--- config.mk ---
export PLATFORM = sky130hd
export DESIGN_NAME = sync_debounce_edge
export DESIGN_NICKNAME = d
export VERILOG_FILES = /design/src/rtl/sync_debounce_edge.sv
export SDC_FILE = /design/constraint.sdc
export NUM_CORES = 1
export LEC_CHECK = 0
export CORE_AREA = 2 2 39 41
export DETAILED_ROUTE_END_ITERATION = 8
export DIE_AREA = 0 0 41 43
export DONT_BUFFER_PORTS = 1
export PLACE_DENSITY = 0.48
export SKIP_LAST_GASP = 1
export SYNTH_ARGS = -nofsm -noshare
export SYNTH_HDL_FRONTEND = slang
export SYNTH_SLANG_ARGS = --single-unit
--- constraint.sdc ---
create_clock -name clk -period 1.2 [get_ports clk]
set_input_delay 0.24 -clock clk [delete_from_list [all_inputs] [get_ports clk]]
set_output_delay 0.24 -clock clk [all_outputs]
set_load 0.005 [all_outputs]
--- src/rtl/sync_debounce_edge.sv ---
// Per-channel synchronizer, debounce filter and rise/fall edge pulses for raw switch inputs.
// Define SYNC_DEBOUNCE_EDGE_REPEAT_EN to add auto-repeat strobes while a channel is held high.
module sync_debounce_edge #(
  parameter int W               = 1,
  parameter int SYNC_STAGES     = 2,
  parameter int DEBOUNCE_CYCLES = 8,
  parameter int ACTIVE_LOW      = 0,
  parameter int HOLD_CYCLES     = 1000,
  parameter int REPEAT_CYCLES   = 250
) (
  input  logic         clk,
  input  logic         reset,
  input  logic [W-1:0] sw_in,
  output logic [W-1:0] sw_out,
  output logic [W-1:0] rise,
  output logic [W-1:0] fall,
  output logic [W-1:0] repeat_pulse
);

  localparam int           CW       = $clog2(DEBOUNCE_CYCLES + 1);
  localparam logic [CW-1:0] CNT_LAST = CW'(DEBOUNCE_CYCLES - 1);
  localparam logic [W-1:0]  INV_MASK = (ACTIVE_LOW != 0) ? {W{1'b1}} : {W{1'b0}};

  logic [W-1:0]  sync_q [SYNC_STAGES];
  logic [CW-1:0] cnt      [W];
  logic [CW-1:0] cnt_next [W];
  logic [W-1:0]  s;
  logic [W-1:0]  sw_next;
  logic [W-1:0]  rise_d;
  logic [W-1:0]  fall_d;

  assign s = sync_q[SYNC_STAGES-1];

  // A change is accepted only on the cycle the counter is at its last value, so
  // the counter never exceeds DEBOUNCE_CYCLES-1 and any glitch clears it.
  always_comb begin
    // NOTE: every output of this block gets a default first so no latch is inferred.
    sw_next = sw_out;
    rise_d  = '0;
    fall_d  = '0;
    for (int i = 0; i < W; i++) begin
      cnt_next[i] = '0;
      if (s[i] != sw_out[i]) begin
        if (cnt[i] == CNT_LAST) begin
          sw_next[i] = s[i];
          rise_d[i]  = s[i];
          fall_d[i]  = ~s[i];
        end else begin
          cnt_next[i] = cnt[i] + CW'(1);
        end
      end
    end
  end

  always_ff @(posedge clk) begin
    if (reset) begin
      // NOTE: these per-channel arrays are plain flops, not RAM, so they take the reset too.
      for (int k = 0; k < SYNC_STAGES; k++) sync_q[k] <= '0;
      for (int i = 0; i < W; i++) cnt[i] <= '0;
      sw_out <= '0;
      rise   <= '0;
      fall   <= '0;
    end else begin
      // NOTE: non-blocking assignments keep the shift chain a true chain of flops.
      sync_q[0] <= sw_in ^ INV_MASK;
      for (int k = 1; k < SYNC_STAGES; k++) sync_q[k] <= sync_q[k-1];
      for (int i = 0; i < W; i++) cnt[i] <= cnt_next[i];
      sw_out <= sw_next;
      rise   <= rise_d;
      fall   <= fall_d;
    end
  end

`ifdef SYNC_DEBOUNCE_EDGE_REPEAT_EN
  localparam int HMAX = (HOLD_CYCLES > REPEAT_CYCLES) ? HOLD_CYCLES : REPEAT_CYCLES;
  localparam int HW   = $clog2(HMAX + 1);

  logic [HW-1:0] hcnt [W];
  logic [W-1:0]  rep_phase;
  logic [W-1:0]  rep_d;

  // hcnt restarts at 0 on the cycle after rise and after each strobe, so the hold
  // target is one less than the repeat target; a pending fall suppresses the strobe.
  always_comb begin
    rep_d = '0;
    for (int i = 0; i < W; i++) begin
      if (sw_out[i] && !fall_d[i]) begin
        if (rep_phase[i])          rep_d[i] = (int'(hcnt[i]) == REPEAT_CYCLES - 1);
        else if (HOLD_CYCLES == 1) rep_d[i] = rise[i];
        else                       rep_d[i] = !rise[i] && (int'(hcnt[i]) == HOLD_CYCLES - 2);
      end
    end
  end

  always_ff @(posedge clk) begin
    if (reset) begin
      for (int i = 0; i < W; i++) hcnt[i] <= '0;
      rep_phase    <= '0;
      repeat_pulse <= '0;
    end else begin
      repeat_pulse <= rep_d;
      for (int i = 0; i < W; i++) begin
        if (rep_d[i]) begin
          hcnt[i]      <= '0;
          rep_phase[i] <= 1'b1;
        end else if (!sw_out[i] || rise[i]) begin
          hcnt[i]      <= '0;
          rep_phase[i] <= 1'b0;
        end else begin
          hcnt[i]      <= hcnt[i] + HW'(1);
        end
      end
    end
  end
`else
  assign repeat_pulse = '0;
`endif

endmodule
==> flow_metrics.tcl, run 1 <==
set metrics [dict create \
    outcome "complete, no violations" \
    ys_ff_latch 9 \
    cp.arrival_ps 1200 \
    htree_levels 1 \
    r2r-start "cnt[0][0]$_SDFF_PP0_" \
    drv_slew 0 \
    cts_made_buffers 3 \
    grt_overflow 0 \
    synth_cell_types 13 \
    first_iter_violations 2 \
    cts_tree "yes" \
    track_usage 0.0614 \
    grt_pass1_wl_um 738 \
    vdd_drop_max_mv 0.489 \
    syn2layout_area_growth_pct 11.7 \
    drive_above_1_share 0.152 \
    nNetsFinal 38 \
    min_from "reset" \
    pin_count 7 \
    initial_core_util 0.239 \
    cts_setup_buffers 0 \
    skew_ps 1.67 \
    port_buffers 0 \
    hold_end "sync_q[0][0]$_SDFF_PP0_" \
    dieArea_um2 1760 \
    antenna_found_initial 0 \
    vias_per_cell 4.22 \
    post-route-period-util 0.885 \
    cts_resized 0 \
    ys_warn_count 0 \
    cts_buffer_depth 2 \
    root_buffer "clkbuf_4" \
    grt_pass1_vias 216 \
    wire_per_inst_um 9.16 \
    syn_inst 30 \
    placeableCoreArea_um2 1380 \
    hold_violations 0 \
    startpoint_type "flop" \
    ys_seq_area_frac 0.545 \
    syn_area_per_cell_um2 11.0 \
    path_class "flop to flop" \
    grt_max_degree 7 \
    rows 14 \
    cts.sinks 9 \
    die-height_um 43 \
    vias 207 \
    worstPathRequired_ps 1340 \
    drc 0 \
    worstSetupEndpointType "flop" \
    path_clk_slew_ps 60 \
    min_period_ps 1060 \
    setup_violations 0 \
    fmax_mhz 942 \
    antennaDiodeCount 0 \
    synth_fp_nets 34 \
    clk_latency_ps 250 \
    power_density_nw_per_um2 1440 \
    drtPass1Iterations 2 \
    reg2reg_to "cnt[0][2]$_SDFF_PP0_" \
    finalPower_mw 0.531 \
    layout_commonest_cell "dfxtp_1" \
    ff2ff_setup_slack_ps 140 \
    gp_congestion 0.621 \
    crit_fanout 3 \
    worstHoldPathType "input pin to flop" \
    fin_util 0.267 \
    layout_common_cells "dfxtp_1, nor2_1, xor2_1, clkbuf_4" \
    min_path_cells 1 \
    netlist_area_um2 330 \
    leakagePower_nw 0.199 \
    ant_nets 0 \
    cts_hold_buf 0 \
    rsz0062_at_grt "false" \
    wirelength_um 449 \
    die_w_um 41 \
    setup_tns_ps 0 \
    rr_worst_depth 3 \
    max_cap_viol_count 0 \
]
sequential cells by signal, summed over array words and instances (netlist names):
register  cells
cnt           4
sync_q        2
fall          1
rise          1
sw_out        1
power by group:
part / total, mW / switching, mW / internal (mW)
Combinational: 0.00777 / 0.00398 / 0.00379
Clock: 0.217 / 0.0903 / 0.127
Sequential: 0.306 / 0.00257 / 0.303
worst max-delay path, cell delays in order, from the launching register on:
cell and delay (ps):
dfxtp_1 330, ha_1 250, xor2_1 170, and3_2 210
cell type report:
cell class / count / area (um^2)
sequential: 9 / 180
clock buffer: 4 / 26.3
fill: 143 / 1010
inverter: 2 / 7.51
tap: 16 / 20.0
multi-input combinational: 18 / 135
worst max path at each step:
stage,end,slack (ps),startpoint,cells past startpoint
floorplan,cnt[0][2]$_SDFF_PP0_,190,cnt[0][0]$_SDFF_PP0_,3
global placement,cnt[0][2]$_SDFF_PP0_,180,cnt[0][0]$_SDFF_PP0_,3
detailed placement,cnt[0][2]$_SDFF_PP0_,140,cnt[0][0]$_SDFF_PP0_,3
CTS,fall$_SDFF_PP0_,130,cnt[0][0]$_SDFF_PP0_,3
global route,rise$_SDFF_PP0_,40,cnt[0][0]$_SDFF_PP0_,3
finish,cnt[0][2]$_SDFF_PP0_,140,cnt[0][0]$_SDFF_PP0_,3
per-stage QoR:
| step | instances | cell area (um^2) | hold slack [ps] | setup WS [ps] |
|---|---|---|---|---|
| after floorplan | 30 | 330 | 312 | 190 |
| after global placement | 45 | 343 | 314 | 178 |
| after detailed placement | 45 | 343 | 315 | 144 |
| after CTS | 49 | 369 | 49.6 | 134 |
| after global routing | 49 | 369 | 48.6 | 39.6 |
| final | 49 | 369 | 58.0 | 139 |
Yosys cell counts:
cell      instances  area, um^2
dfxtp_1           9         180
nor2_1            4        15.0
xor2_1            3        26.3
inv_1             2        7.51
nand3_1           2        10.0
nor2b_1           2        12.5
nor4b_1           2        17.5
and3_2            1        7.51
buf_4             1        7.51
conb_1            1        3.75
ha_1              1        12.5
mux2i_1           1        10.0
nand3b_4          1        20.0
routing by layer:
metal  GRT usage  wire, um  vias up
met4      0.0400         0        0
met1      0.0584       163      100
met5           0         0        -
li1            -         -      100
met3      0.0314        39        0
met2      0.0969       246        7
kinds of logic after synthesis:
family                   count (synthesis)  synth area share
buffers and inverters                    3            0.0455
flip-flops                               9             0.545
multiplexers                             1            0.0303
adder cells (fa/ha/maj)                  1            0.0379
XOR/XNOR                                 3            0.0796
AND/OR/NAND/NOR                         12             0.250
other                                    1            0.0114
Power figures use the tool's default switching activity.
==> run 2, diff against run 1 <==
--- a/config.mk
+++ b/config.mk
@@ -10,6 +10,7 @@
 export DIE_AREA = 0 0 41 43
 export DONT_BUFFER_PORTS = 1
 export PLACE_DENSITY = 0.48
+export SKIP_CTS_REPAIR_TIMING = 1
 export SKIP_LAST_GASP = 1
 export SYNTH_ARGS = -nofsm -noshare
 export SYNTH_HDL_FRONTEND = slang
==> results of run 2 <==
Same layout as run 1: the final DEF is identical, and so are final timing and power.
